### src/rtl/uart_pkg.sv
// Shared definitions for the parametrised UART receive path: parity modes,
// receiver state encoding and timer sizing.
package uart_pkg;

  localparam int PAR_NONE = 0;
  localparam int PAR_EVEN = 1;
  localparam int PAR_ODD  = 2;

  typedef enum logic [2:0] {
    IDLE      = 3'd0,
    START     = 3'd1,
    DATA      = 3'd2,
    PARITY    = 3'd3,
    STOP      = 3'd4,
    WAIT_IDLE = 3'd5
  } rx_state_e;

  // The timer must hold CLKS_PER_BIT-1; guard degenerate small values.
  function automatic int timer_width(input int clks_per_bit);
    return (clks_per_bit < 2) ? 1 : $clog2(clks_per_bit);
  endfunction

endpackage

### src/rtl/uart_sync2.sv
// Two-flop synchroniser for an idle-high asynchronous line; presets to 1 so
// reset never looks like a start edge.
module uart_sync2 (
  input  logic clk,
  input  logic rst_n,
  input  logic d,
  output logic q
);

  logic meta_q, meta_d;
  logic sync_q, sync_d;

  always_comb begin
    meta_d = d;
    sync_d = meta_q;
  end

  always_ff @(posedge clk or negedge rst_n) begin
    if (!rst_n) begin
      meta_q <= 1'b1;
      sync_q <= 1'b1;
    end else begin
      meta_q <= meta_d;
      sync_q <= sync_d;
    end
  end

  assign q = sync_q;

endmodule

### src/rtl/uart_rx_param.sv
// Parametrised UART receiver: synchronised input, mid-bit sampling, false-start
// rejection, parity/framing flags and break recovery.
//
//   state     | meaning
//   IDLE      | line idle, waiting for rx_s low
//   START     | timing to start-bit centre, rejecting glitches
//   DATA      | sampling DATA_BITS data bits, LSB first
//   PARITY    | sampling the parity bit
//   STOP      | sampling STOP_BITS stop bits, then publishing the frame
//   WAIT_IDLE | framing error / break, waiting for the line to return high
module uart_rx_param
  import uart_pkg::*;
#(
  parameter int CLKS_PER_BIT = 1736,
  parameter int DATA_BITS    = 7,
  parameter int PARITY_MODE  = 1,
  parameter int STOP_BITS    = 1
) (
  input  logic                 clk,
  input  logic                 rst_n,
  input  logic                 rx_in,
  output logic [DATA_BITS-1:0] data_out,
  output logic                 data_valid,
  output logic                 parity_err,
  output logic                 frame_err,
  output logic                 busy
);

  localparam int TW = timer_width(CLKS_PER_BIT);
  localparam int CW = $clog2(DATA_BITS + 1);

  localparam logic [TW-1:0] HALF_TC   = TW'(CLKS_PER_BIT / 2 - 1);
  localparam logic [TW-1:0] BIT_TC    = TW'(CLKS_PER_BIT - 1);
  localparam logic [CW-1:0] LAST_DATA = CW'(DATA_BITS - 1);
  localparam logic [CW-1:0] LAST_STOP = CW'(STOP_BITS - 1);

  logic rx_s;

  uart_sync2 u_sync (
    .clk   (clk),
    .rst_n (rst_n),
    .d     (rx_in),
    .q     (rx_s)
  );

  rx_state_e            state_q, state_d;
  logic [TW-1:0]        timer_q, timer_d;
  logic [CW-1:0]        bit_cnt_q, bit_cnt_d;
  logic [DATA_BITS-1:0] shift_q, shift_d;
  logic                 par_acc_q, par_acc_d;
  logic                 frm_acc_q, frm_acc_d;
  logic [DATA_BITS-1:0] data_out_q, data_out_d;
  logic                 data_valid_q, data_valid_d;
  logic                 parity_err_q, parity_err_d;
  logic                 frame_err_q, frame_err_d;
  logic                 busy_q, busy_d;

  logic bit_tc;
  logic frm_now;
  logic par_xor;

  always_comb begin
    state_d      = state_q;
    timer_d      = timer_q + TW'(1);
    bit_cnt_d    = bit_cnt_q;
    shift_d      = shift_q;
    par_acc_d    = par_acc_q;
    frm_acc_d    = frm_acc_q;
    data_out_d   = data_out_q;
    data_valid_d = 1'b0;
    parity_err_d = parity_err_q;
    frame_err_d  = frame_err_q;
    bit_tc       = (timer_q == BIT_TC);
    frm_now      = frm_acc_q | ~rx_s;
    par_xor      = (^shift_q) ^ rx_s;

    case (state_q)
      IDLE: begin
        timer_d   = '0;
        bit_cnt_d = '0;
        par_acc_d = 1'b0;
        frm_acc_d = 1'b0;
        if (!rx_s) state_d = START;
      end

      START: begin
        if (timer_q == HALF_TC) begin
          timer_d = '0;
          state_d = rx_s ? IDLE : DATA;
        end
      end

      DATA: begin
        if (bit_tc) begin
          timer_d = '0;
          shift_d = {rx_s, shift_q[DATA_BITS-1:1]};
          if (bit_cnt_q == LAST_DATA) begin
            bit_cnt_d = '0;
            state_d   = (PARITY_MODE != PAR_NONE) ? PARITY : STOP;
          end else begin
            bit_cnt_d = bit_cnt_q + CW'(1);
          end
        end
      end

      PARITY: begin
        if (bit_tc) begin
          timer_d   = '0;
          par_acc_d = (PARITY_MODE == PAR_ODD) ? ~par_xor : par_xor;
          state_d   = STOP;
        end
      end

      STOP: begin
        if (bit_tc) begin
          timer_d   = '0;
          frm_acc_d = frm_now;
          if (bit_cnt_q == LAST_STOP) begin
            bit_cnt_d    = '0;
            data_valid_d = 1'b1;
            data_out_d   = shift_q;
            parity_err_d = (PARITY_MODE != PAR_NONE) && par_acc_q;
            frame_err_d  = frm_now;
            // Leaving to IDLE here lets a start edge in the last half stop bit through.
            state_d      = frm_now ? WAIT_IDLE : IDLE;
          end else begin
            bit_cnt_d = bit_cnt_q + CW'(1);
          end
        end
      end

      WAIT_IDLE: begin
        timer_d = '0;
        if (rx_s) state_d = IDLE;
      end

      default: begin
        timer_d = '0;
        state_d = IDLE;
      end
    endcase

    busy_d = (state_d != IDLE);
  end

  always_ff @(posedge clk or negedge rst_n) begin
    if (!rst_n) begin
      state_q      <= IDLE;
      timer_q      <= '0;
      bit_cnt_q    <= '0;
      shift_q      <= '0;
      par_acc_q    <= 1'b0;
      frm_acc_q    <= 1'b0;
      data_out_q   <= '0;
      data_valid_q <= 1'b0;
      parity_err_q <= 1'b0;
      frame_err_q  <= 1'b0;
      busy_q       <= 1'b0;
    end else begin
      state_q      <= state_d;
      timer_q      <= timer_d;
      bit_cnt_q    <= bit_cnt_d;
      shift_q      <= shift_d;
      par_acc_q    <= par_acc_d;
      frm_acc_q    <= frm_acc_d;
      data_out_q   <= data_out_d;
      data_valid_q <= data_valid_d;
      parity_err_q <= parity_err_d;
      frame_err_q  <= frame_err_d;
      busy_q       <= busy_d;
    end
  end

  assign data_out   = data_out_q;
  assign data_valid = data_valid_q;
  assign parity_err = parity_err_q;
  assign frame_err  = frame_err_q;
  assign busy       = busy_q;

endmodule

### config.mk
export PLATFORM = sky130hd
export DESIGN_NAME = uart_rx_param
export DESIGN_NICKNAME = d
export VERILOG_FILES = /design/src/rtl/uart_pkg.sv /design/src/rtl/uart_sync2.sv /design/src/rtl/uart_rx_param.sv
export SDC_FILE = /design/constraint.sdc
export NUM_CORES = 1
export LEC_CHECK = 0
export BUFFER_PORTS_ARGS = -buffer_cell sky130_fd_sc_hd__buf_2
export CORE_MARGIN = 2
export CORE_UTILIZATION = 50
export CTS_BUF_LIST = sky130_fd_sc_hd__clkbuf_8 sky130_fd_sc_hd__clkbuf_16
export CTS_CLUSTER_SIZE = 40
export DETAILED_ROUTE_END_ITERATION = 8
export PLACE_DENSITY = 0.75
export SLEW_MARGIN = 20
export SYNTH_ARGS = -nofsm -noshare
export SYNTH_HDL_FRONTEND = slang
export SYNTH_SLANG_ARGS = --single-unit
### constraint.sdc
create_clock -name clk -period 2.3 [get_ports clk]
set_input_delay 0.46 -clock clk [delete_from_list [all_inputs] [get_ports clk]]
set_output_delay 0.46 -clock clk [all_outputs]
set_load 0.02 [all_outputs]
==> results.cfg <==
[drt]
avgRoutedWirePerCell_microns = 14.9
viasPerCell = 5.78
wl_mm = 3.73
post-route-drc-count = 0
drtPass1Iterations = 4
drtIter0Drc = 185
ant_nets = 0
vias = 1444

[cells_and_area]
areaGrowthSynthToFinish_pct = 10.8
seqCellArea_sq_um = 978
multiInputGateArea_sq_um = 993
finalInstanceArea_sq_um = 2240
fin_nets = 206
diodes = 0
fill_cells = 316
drive_above_1_share_pct = 26.5
final_core_util_pct = 56.9

[pwr]
p_leak_nw = 1.02
intPower_mw = 0.908
switchingPower_mw = 0.254
p_per_area_nw_per_um2 = 519
clkPwrFrac_pct = 39.0
p_seq_share_pct = 59.5
p_sw_share_pct = 21.9
ir_worst_vdd_uv = 348
pwr-share-comb_pct = 1.5

[timing]
hold_viol_final = 0
skew_ns = 0.00749
slew_headroom_pct = 44.2
setup_viol = 0
period_minus_slack_ns = 2.14
report.final.slew_viol_count = 0
grt_setup_unrepaired = false
worst_slew_pin_slew_ns = 0.837
fmax_mhz = 467
min_period_over_period_pct = 93.2
setup_tns_ns = 0

[synth]
yosys.area.top_type = dfrtp_1
synth.area.top_cells = dfrtp_1 (46%), mux2_2 (8.9%), xnor2_1 (4.8%)
synth-edff-count = 0
syn_area_per_cell_sq_um = 11.1
yosysWarnings = 0
async_reset_ff_share_pct = 100
synth_area_sq_um = 2020
synthFlopType = dfrtp_1
yosysUniqueCellTypes = 51
netlist.area_leader.share_pct = 45.8
ys_ff_latch = 39
synth-seq-area-share_pct = 48.4
syn_inst = 182
syn-num-nets = 189

[placed_design]
place_congestion = 0.949
io_buffers = 13
place_hpwl_mm = 2.67
placedInstanceArea_sq_um = 2150

[critical_path]
crit_path_top_delay_cell = nor3_4
cp_cell_sequence = ha_1 -> and4bb_2 -> nand3_4 -> nor3_4 -> mux2_2
path_max_fanout = 10
end_kind = register
crit_type = reg -> reg
slowest_delay_ns = 0.49
crit_family = simple AND/OR/NAND/NOR gates
path_depth = 5
cp.buffers_inverters = 0
required_ns = 2.48
r2r_cells = 5
crit_arrival_ns = 2.32
startpoint_type = register

[flow_run]
maxCapViolCount = 0

[clock_network]
post-cts-setup-buffers = 0
tritoncts = done
ctsHoldBuffers = 0
clk_pin_slew_ns = 0.08
ctsResizeCount = 0
cts-htree-levels = 2
cts_root_buf = clkbuf_8
cts_buffers = 5
clock_latency_ns = 0.29
clk_path_buf_depth = 2
clock-sinks = 39

[worst_hold_path]
hold_path_depth = 1
hp-class = in -> reg

[floorplanning]
io_pins = 14
coreArea_sq_um = 3940
fp.dieH_microns = 67.6
fp.dieW_microns = 67.6
die_area_sq_um = 4570
floorplan.rows = 23
initial_core_util_pct = 51.3

[global_route]
antenna_found_initial = 0
grt_pass1_wl_mm = 6.44
grtUsageTotal_pct = 19.2
grt_pass1_vias = 1396
grt_max_degree = 40
overflow = 0

[status]
outcome = completed
## final timing paths
check                                   start             to  slack [ns]
max in group asynchronous               rst_n     data_valid        1.50
worst min-delay path                    rx_in  u_sync.meta_q        0.26
worst max register to register     timer_q[0]    data_out[0]        0.16
worst max-delay path               timer_q[0]    data_out[0]        0.16
worst min register to register  u_sync.meta_q       u_sync.q        0.36
min in group asynchronous               rst_n           busy        0.27
## cell usage after synthesis (all sizes together), types with 3 or more instances
cell,n
a21oi,4
buf,3
clkbuf,4
dfrtp,37
ha,4
inv,5
mux2,16
nand2,9
nand2b,3
nand3,5
nand4,4
nor2,18
nor2b,5
nor3,10
o21ai,4
xnor2,11
xor2,5
## cells by family (layout without fill, tap and decap cells)
| family | count (synthesis) | after routing | share of synthesized area, % |
|---|---|---|---|
| and+or+nand+nor | 72 | 72 | 22.0 |
| adders and majority gates | 5 | 5 | 2.97 |
| buffers and inverters | 12 | 30 | 2.54 |
| muxes | 17 | 17 | 9.40 |
| AOI/OAI and AO/OA | 21 | 21 | 7.85 |
| DFF | 39 | 39 | 48.4 |
| xor gates and xnor gates | 16 | 16 | 6.93 |
## power by group through the flow
stage / Clock [mW] / Combinational, mW / Sequential [mW]
6_report: 0.453 / 0.0180 / 0.691
5_1_grt: 0.501 / 0.0214 / 0.691
4_1_cts: 0.472 / 0.0191 / 0.691
3_5_place_dp: 0 / 0.0191 / 0.704
3_3_place_gp: 0 / 0.0185 / 0.704
2_1_floorplan: 0 / 0.00533 / 0.702
## area by class of cell
| class | count | area share [%] |
|---|---|---|
| well taps | 50 | 2.79 |
| inverters | 5 | 0.837 |
| clock inverters | 3 | 1.12 |
| clock buffers | 5 | 3.07 |
| flip-flops and latches | 39 | 43.6 |
| multi-input cells | 131 | 44.3 |
| repair buffers | 17 | 4.24 |
## cells in the final DEF, fill, tap and decap left out, drive strengths merged, types with 5 or more instances in the layout
master  instances
xor2            5
nor2b           5
nand2           9
mux2           16
xnor2          11
inv             5
nor2           18
clkbuf          5
nor3           10
buf            17
nand3           5
dfrtp          37
## through the flow
step | instances | hold slack [ns] | power, mW | setup slack, ns
after floorplan | 182 | 0.164 | 0.708 | 0.409
after global placement | 242 | 0.347 | 0.723 | 0.283
after detailed placement | 242 | 0.348 | 0.723 | 0.173
after CTS | 250 | 0.254 | 1.18 | 0.150
after global routing | 250 | 0.253 | 1.21 | 0.0137
final | 250 | 0.265 | 1.16 | 0.157
## routing by layer
layer	wire, microns	vias to the layer above	global-route usage, %
li1	-	685	-
met1	1610	715	23.7
met2	1890	32	31.4
met3	126	12	4.67
met4	93	0	9.44
met5	0	-	0
## sequential cells by signal (all words and copies together), names as in the netlist
name,count
state_q,3
u_sync.meta_q,1
data_valid,1
par_acc_q,1
timer_q,11
u_sync.q,1
frame_err,1
shift_q,7
busy,1
frm_acc_q,1
parity_err,1
data_out,7
bit_cnt_q,3
Note: power is estimated with default switching activity, not from simulation.
